<file path="src/rtl/maxpool_2x2_stream_pkg.sv">
// Shared CNN definitions: sample width and signed sample type used by the
// ReLU, max-pool and inter-layer buffer blocks.
package maxpool_2x2_stream_pkg;

   localparam int DATA_WIDTH = 26;

   typedef logic signed [DATA_WIDTH-1:0] sample_t;

endpackage

</file>
<file path="src/rtl/maxpool_2x2_stream_pool_line_buf.sv">
// pool_line_buf: half-row buffer of horizontal maxima.
// Single-port RAM, synchronous write, combinational read (distributed RAM).
//   clk   : clock
//   we    : write enable
//   addr  : shared read/write address (pair index within the row)
//   wdata : sample to store
//   rdata : sample at addr, combinational
module pool_line_buf
   import maxpool_2x2_stream_pkg::*;
#(
   parameter int ENTRIES = 64,
   parameter int ADDR_W  = 6
) (
   input  logic              clk,
   input  logic              we,
   input  logic [ADDR_W-1:0] addr,
   input  sample_t           wdata,
   output sample_t           rdata
);

   sample_t mem [ENTRIES];

   always_ff @(posedge clk) begin
      if (we) mem[addr] <= wdata;
   end

   assign rdata = mem[addr];

endmodule

</file>
<file path="src/rtl/maxpool_2x2_stream.sv">
// Streaming 2x2 stride-2 max-pool over a raster-order signed sample stream.
//   clk, rst   : clock, async active-high reset
//   start      : arm / restart a frame
//   in_valid   : sample valid (accepted only while running)
//   in_data    : signed sample
//   out_valid  : one-cycle strobe per pooled value
//   out_data   : pooled maximum, held until the next output
//   busy       : high while running
//   frame_done : one-cycle pulse with the last out_valid of a frame
//
// state | meaning
// ------+---------------------------------------------
// IDLE  | waiting for start, in_valid ignored
// RUN   | accepting pixels until (ROWS-1, depth-1)
module maxpool_2x2_stream
   import maxpool_2x2_stream_pkg::*;
#(
   parameter int depth = 128,
   parameter int ROWS  = 128
) (
   input  logic    clk,
   input  logic    rst,
   input  logic    start,
   input  logic    in_valid,
   input  sample_t in_data,
   output logic    out_valid,
   output sample_t out_data,
   output logic    busy,
   output logic    frame_done
);

   localparam int CW = $clog2(depth);
   localparam int RW = $clog2(ROWS);
   localparam int AW = (CW > 1) ? CW - 1 : 1;
   localparam logic [CW-1:0] COL_LAST = CW'(depth - 1);
   localparam logic [RW-1:0] ROW_LAST = RW'(ROWS - 1);

   typedef enum logic {S_IDLE, S_RUN} state_t;

   state_t        state, state_nxt;
   logic [CW-1:0] col;
   logic [RW-1:0] row;
   sample_t       h_reg, hmax, lb_rdata, pool;
   logic          frame_last, accept, emit, lb_we;
   logic [AW-1:0] lb_addr;

   assign frame_last = (col == COL_LAST) && (row == ROW_LAST);
   // start drops a coincident pixel, except the frame's final pixel,
   // which still completes the frame.
   assign accept  = (state == S_RUN) && in_valid && (!start || frame_last);
   assign emit    = accept && col[0] && row[0];
   assign lb_we   = accept && col[0] && !row[0];
   assign lb_addr = AW'(col >> 1);
   assign hmax    = (in_data > h_reg) ? in_data : h_reg;
   assign pool    = (lb_rdata > hmax) ? lb_rdata : hmax;
   assign busy    = (state == S_RUN);

   pool_line_buf #(
      .ENTRIES (depth / 2),
      .ADDR_W  (AW)
   ) u_line_buf (
      .clk   (clk),
      .we    (lb_we),
      .addr  (lb_addr),
      .wdata (hmax),
      .rdata (lb_rdata)
   );

   always_ff @(posedge clk or posedge rst) begin
      if (rst) state <= S_IDLE;
      else     state <= state_nxt;
   end

   always_comb begin
      state_nxt = state;
      case (state)
         S_IDLE:  if (start) state_nxt = S_RUN;
         S_RUN:   if (!start && accept && frame_last) state_nxt = S_IDLE;
         default: state_nxt = S_IDLE;
      endcase
   end

   always_ff @(posedge clk or posedge rst) begin
      if (rst) begin
         col   <= '0;
         row   <= '0;
         h_reg <= '0;
      end else if (start) begin
         col   <= '0;
         row   <= '0;
         h_reg <= '0;
      end else if (accept) begin
         if (!col[0]) h_reg <= in_data;
         if (col == COL_LAST) begin
            col <= '0;
            row <= (row == ROW_LAST) ? '0 : row + 1'b1;
         end else begin
            col <= col + 1'b1;
         end
      end
   end

   always_ff @(posedge clk or posedge rst) begin
      if (rst) begin
         out_valid  <= 1'b0;
         frame_done <= 1'b0;
         out_data   <= '0;
      end else begin
         out_valid  <= emit;
         frame_done <= accept && frame_last;
         if (emit) out_data <= pool;
      end
   end

endmodule

</file>
<file path="config.mk">
export PLATFORM = sky130hd
export DESIGN_NAME = maxpool_2x2_stream
export DESIGN_NICKNAME = d
export VERILOG_FILES = /design/src/rtl/maxpool_2x2_stream_pkg.sv /design/src/rtl/maxpool_2x2_stream_pool_line_buf.sv /design/src/rtl/maxpool_2x2_stream.sv
export SDC_FILE = /design/constraint.sdc
export NUM_CORES = 2
export LEC_CHECK = 0
export BUFFER_PORTS_ARGS = -buffer_cell sky130_fd_sc_hd__buf_2
export CAP_MARGIN = 0
export CORE_MARGIN = 2
export CORE_UTILIZATION = 30
export DETAILED_ROUTE_END_ITERATION = 12
export HOLD_SLACK_MARGIN = 0.15
export PLACE_DENSITY_LB_ADDON = 0.1
export SYNTH_ARGS = -nofsm -noshare
export SYNTH_HDL_FRONTEND = slang
export SYNTH_SLANG_ARGS = --single-unit
</file>
<file path="constraint.sdc">
create_clock -name clk -period 8.44 [get_ports clk]
set_input_delay 0.844 -clock clk [delete_from_list [all_inputs] [get_ports clk]]
set_output_delay 0.844 -clock clk [all_outputs]
set_load 0.03 [all_outputs]
</file>
### Yosys cells after proc, flatten, opt, wreduce, memory -nomap -nowiden

Memory sizes are Yosys's and may differ from the RTL's.
Cells that the tools add are included.

* logic and storage cells: 49
* bits in registers: 69
* bits in writable memories: 1664
* bits of input ports: 30
* output and inout bits: 29
* memories: 1

* $lt $le $gt $ge: 2
* bitwise logic cells: 1
* mux-type cells: 17
* equality and inequality tests: 3
* add/sub/neg operators: 2
* reductions and logical operators: 16

Memories
* u_line_buf.mem: words 64, width 26, read ports 1, clocked after Yosys merged registers in 0, write ports 1, line maxpool_2x2_stream_pool_line_buf.sv:21 `sample_t mem [ENTRIES];`

Operators with widths (count)
* $mux W26: 5
* $gt A26 B26 Y1: 2
* $mux W7: 7
* $add A7 B1 Y7 const B: 2
* $eq A7 B7 Y1 const B: 2
* $logic_and A1 B1 Y1: 9
* $mux W1: 4
* $reduce_and A2 Y1: 2
* $reduce_bool A2 Y1: 2
* $logic_not A1 Y1: 2
* $ne A2 B2 Y1 const B: 1
* $pmux W1 S2: 1
* $logic_or A1 B1 Y1: 1
* $not A1 Y1: 1

### Depth between registers and ports, before layout

* word-level depth: 8
* depth in mapped cells: 22
* mapped depth without buffers: 18

### Cells and area by module

From an unflattened synthesis, not the netlist that was laid out.

* cell total of the unflattened synthesis: 4037
* area, all modules: 68547.0 µm²

By module, submodules not included
* pool_line_buf: area each 63733.6 µm², times used 1, sequential area each 49967.9 µm², cells an instance 3534
* maxpool_2x2_stream: area each 4813.4 µm², times used 1, sequential area each 1726.7 µm², cells an instance 503

### Worst setup path after synthesis

OpenSTA, ideal clock, no wires.

* kind: input to register
* from: in in_data[5]
* to: reg out_data[6]
* buffers on the path: 4
* required time: 8.305 ns
* library setup time: 0.135 ns
* arrival: 5.139 ns
* cell stages on the path: 20
* slack: 3.166 ns
* cell sequence: ha_1 -> a21oi_1 -> o21ai_0 -> a2111o_1 -> nor4_1 -> nor3b_1 -> buf_4 -> buf_8 -> mux2_2 -> inv_1 -> ha_1 -> a21oi_1 -> a211oi_1 -> or4b_1 -> a21oi_1 -> mux2_4 -> buf_2 -> buf_2 -> nor2_1 -> o31ai_1

* cells in the longest elaborated chain, start to end: 4

Ends and longest elaborated chain
* from (decl): line maxpool_2x2_stream.sv:25 `input sample_t in_data,`
* $gt A26 B26 Y1: line maxpool_2x2_stream.sv:54 `assign hmax = (in_data > h_reg) ? in_data : h_reg;`
* $mux W26: line maxpool_2x2_stream.sv:54
* net hmax[17]: line maxpool_2x2_stream.sv:43 `sample_t h_reg, hmax, lb_rdata, pool;`
* $gt A26 B26 Y1: line maxpool_2x2_stream.sv:55 `assign pool = (lb_rdata > hmax) ? lb_rdata : hmax;`
* $mux W26: line maxpool_2x2_stream.sv:55
* to (signal assigned): line maxpool_2x2_stream.sv:111 `if (emit) out_data <= pool;`
* to (decl): line maxpool_2x2_stream.sv:27 `output sample_t out_data,`

The timed path passes the listed nets, and every way through them passes these cells.
A chain may end at the register's enable or synchronous reset.

### Worst setup path after layout

* from: reg col[3]
* to: reg out_data[0]

* cells in the longest elaborated chain, start to end: 6
* elaborated cells on any way between the ends: 9
* classes of those cells: order compare (1); eq/ne (1); mux (1); reduce/logical (5); memory (1)

Ends and longest elaborated chain
* from (decl): line maxpool_2x2_stream.sv:41 `logic [CW-1:0] col;`
* from (signal assigned): line maxpool_2x2_stream.sv:98 `col <= col + 1'b1;`
* branches (longest 6 deep; another with $mem_v2 Z64 W26)

Parallel ways; which one is timed is not known.

==> impl_metrics.env <==
export IMPL_outcome="finished, violations left"
export IMPL_violations="max-capacitance violations, max-slew violations"
export IMPL_cpLargestDelayFamily="simple AND/OR/NAND/NOR gates"
export IMPL_dp_cells=6570
export IMPL_grt_pass1_vias=36242
export IMPL_period_share_pct=86.2
export IMPL_slew_viol_final=8
export IMPL_power_frac_comb_pct=7.3
export IMPL_setup_violations=0
export IMPL_path_depth=16
export IMPL_p_sw_w=0.00462
export IMPL_layout_setup_ws_ns=1.17
export IMPL_grt_max_degree=73
export IMPL_start_util_pct=30.1
export IMPL_holdCritStartpoint="in_data[14]"
export IMPL_worst_setup_path_start_kind="register"
export IMPL_slowest_stage="nor4_1"
export IMPL_regArea_um2=51700
export IMPL_synth_avg_cell_area_um2=17.6
export IMPL_clock_skew_final_ns=0.0350
export IMPL_coreArea_um2=217000
export IMPL_whs_path_depth=2
export IMPL_ys_async_sr_fraction_pct=3.98
export IMPL_cellLeakagePower_nw=23.6
export IMPL_syn_nets=3790
export IMPL_crit_path_end_kind="register"
export IMPL_use_met1_pct=30.2
export IMPL_crit_top_cell="buf_12"
export IMPL_cts_root_buf="clkbuf_16"
export IMPL_syn_inst=3706
export IMPL_multi_input_area_um2=12900
export IMPL_gr_usage_met3_pct=2.98
export IMPL_dpl_cell_area_um2=70400
export IMPL_drive_gt1_share_pct=16.4
export IMPL_clkLatencyLatePin_ns=0.84
export IMPL_routabilityCongestion=0.815
export IMPL_ys_ff_latch=1733
export IMPL_max_cap_violations=2
export IMPL_min_to="h_reg[14]"
export IMPL_dp_hpwl_um=141000
export IMPL_clkPwrFrac_pct=41.3
export IMPL_pre_cts_slack_ns=1.31
export IMPL_p_per_area_nw_per_um2=252
export IMPL_use_met2_pct=33.9
export IMPL_crit_required_ns=9.19
export IMPL_cts_buffer_depth=3
export IMPL_maxSlewHeadroom_pct=-1.10
export IMPL_io_pins=59
export IMPL_yosysMostFrequentCell="edfxtp_1"
export IMPL_avgRoutedWirePerCell_um=34.7
export IMPL_synth_top_cell_area_share_pct=76.5
export IMPL_grt_overflow=0
export IMPL_cts_sinks=1733
export IMPL_cts_resized=0
export IMPL_nets=3988
export IMPL_fill_cells=20507
export IMPL_ys_warn_count=0
export IMPL_ir_worst_vdd_uv=245
export IMPL_die_h_um=471
export IMPL_grt_pass1_wl_um=325000
export IMPL_path_clk_slew_ns=0.06
export IMPL_finalNonFillerCells=6913
export IMPL_finalCriticalPeriod_ns=7.27
export IMPL_vias=37568
export IMPL_ys_types=70
export IMPL_wl_um=240000
export IMPL_rows=171
export IMPL_grt_setup_unrepaired="no"
export IMPL_worstPathArrival_ns=8.02
export IMPL_die_area_um2=222000
export IMPL_drcViolationCount=0
export IMPL_die_x_um=471
export IMPL_critical_path_max_fanout=49
export IMPL_synth_top_cell_by_area="edfxtp_1"
export IMPL_final_area_um2=76200
export IMPL_synth_area_top_cells="edfxtp_1, a22oi_1, dfrtp_1"
export IMPL_r2r_end="out_data[0]"
export IMPL_track_usage_pct=21.2
export IMPL_cts_tree="built"
export IMPL_ys_seq_area_share_pct=79.1
export IMPL_cp_cell_sequence="buf_12 -> and3b_4 -> buf_12 -> buf_4 -> a22o_1 -> a221oi_1 -> a31oi_1 -> nor4_1 -> nand4b_1 -> ha_1 -> nand4_1 -> or4_1 -> o41ai_1 -> mux2_4 -> mux2_2 -> o21ai_1"
export IMPL_crit_buf_inv=3
export IMPL_ys_flop_type="edfxtp_1"
export IMPL_synth_edf_count=1664
export IMPL_seqPwrFrac_pct=51.4
export IMPL_ctsHoldBuffers=0
export IMPL_h_tree_depth=4
export IMPL_tightestPinTransition_ns=1.51
export IMPL_setup_tns_ns=0
export IMPL_hp_class="input port to register"
export IMPL_vias_per_cell=5.43
export IMPL_antenna_left=0
export IMPL_slowest_delay_ns=0.88
export IMPL_io_buffer_count=58
export IMPL_synthTopCellsByCount="edfxtp_1, a22oi_1, a22o_1, nor2_1, a221oi_1"
export IMPL_hold_viol=0
export IMPL_fmax_mhz=137
export IMPL_area_delta_synth_final_pct=16.6
export IMPL_r2r_start="col[3]"
export IMPL_ff2ff_setup_slack_ns=1.17
export IMPL_grt_busiest_layer="met2"
export IMPL_power_internal_w=0.0146
export IMPL_largest_register_ffs=1664
export IMPL_cts_inserted_buffers=186
export IMPL_sw_frac_of_total_pct=24.0
export IMPL_critPathKind="register to register"
export IMPL_firstDrtPassIters=5
export IMPL_reg2regPathDepth=16
export IMPL_netlist_area_um2=65400
export IMPL_drtIter0Drc=4266
export IMPL_antenna_found_initial=16
export IMPL_post_cts_setup_buffer_count=0
kinds of logic (layout without fill, tap and decap cells):
group | Yosys count | after routing | synth area share (%)
adders and majority gates | 54 | 54 | 1.03
buffers and inverters | 305 | 650 | 2.13
xor gates and xnor gates | 7 | 7 | 0.0938
and+or+nand+nor | 374 | 374 | 2.84
AOI/OAI and AO/OA | 1121 | 1121 | 12.9
DFF | 1733 | 1733 | 79.1
other | 0 | 8 | 0
muxes | 112 | 112 | 1.92
routing by layer:
layer  wire [µm]  vias to the layer above
li1            -                    15876
met1      109000                    20275
met2      113000                     1166
met3       12200                      249
met4        5850                        2
met5          18                        -
cell type report:
class / instances / area share, %
antenna: 8 / 0.0263
clock buffer: 251 / 6.54
clock inverter: 84 / 1.05
inverter: 62 / 0.320
multi-input combinational: 1668 / 16.9
sequential: 1733 / 67.8
tap: 2854 / 4.69
timing repair buffer: 253 / 2.67
through the flow:
step           utilization, %  total power (W)  hold slack (ns)
6_report                 35.1           0.0192            0.259
5_1_grt                  35.1           0.0198            0.220
4_1_cts                  35.1           0.0194            0.184
3_5_place_dp             32.5           0.0115            0.471
3_3_place_gp             32.4           0.0115            0.468
2_1_floorplan               -           0.0107            0.437
power by group through the flow:
| stage | Clock (W) | Sequential, W | Combinational [W] |
|---|---|---|---|
| floorplan | 0 | 0.0101 | 0.000602 |
| global placement | 0 | 0.0101 | 0.00142 |
| detailed placement | 0 | 0.0101 | 0.00142 |
| CTS | 0.00809 | 0.00988 | 0.00142 |
| global route | 0.00842 | 0.00988 | 0.00149 |
| finish | 0.00794 | 0.00988 | 0.00140 |
worst max-delay path by stage:
stage / startpoint / endpoint / slack [ns]
floorplan: in_data[5] / out_data[6] / 3.17
global route: col[3] / out_data[0] / 1.07
detailed placement: col[3] / out_data[0] / 1.31
finish: col[3] / out_data[0] / 1.17
CTS: col[3] / out_data[0] / 1.26
global placement: col[3] / out_data[0] / 1.27
cell usage in the layout, fill, tap and decap left out, types with 21 or more instances in the layout:
cell type,count
edfxtp_1,1664
a22oi_1,511
clkbuf_16,189
buf_4,172
a22o_1,131
a221oi_1,109
a31oi_1,106
a21oi_1,76
dfrtp_1,66
mux2i_1,64
nor2_4,63
nor2_1,62
nand2_1,60
clkbuf_1,60
buf_2,58
ha_1,54
a41oi_1,53
o21ai_0,42
mux2_2,41
clkinv_1,40
inv_1,35
nand4_1,34
nand3_1,32
clkinv_2,29
o31ai_1,26
and2_1,23
buf_12,22
nor4_1,21
(Power assumes the default switching activity.)
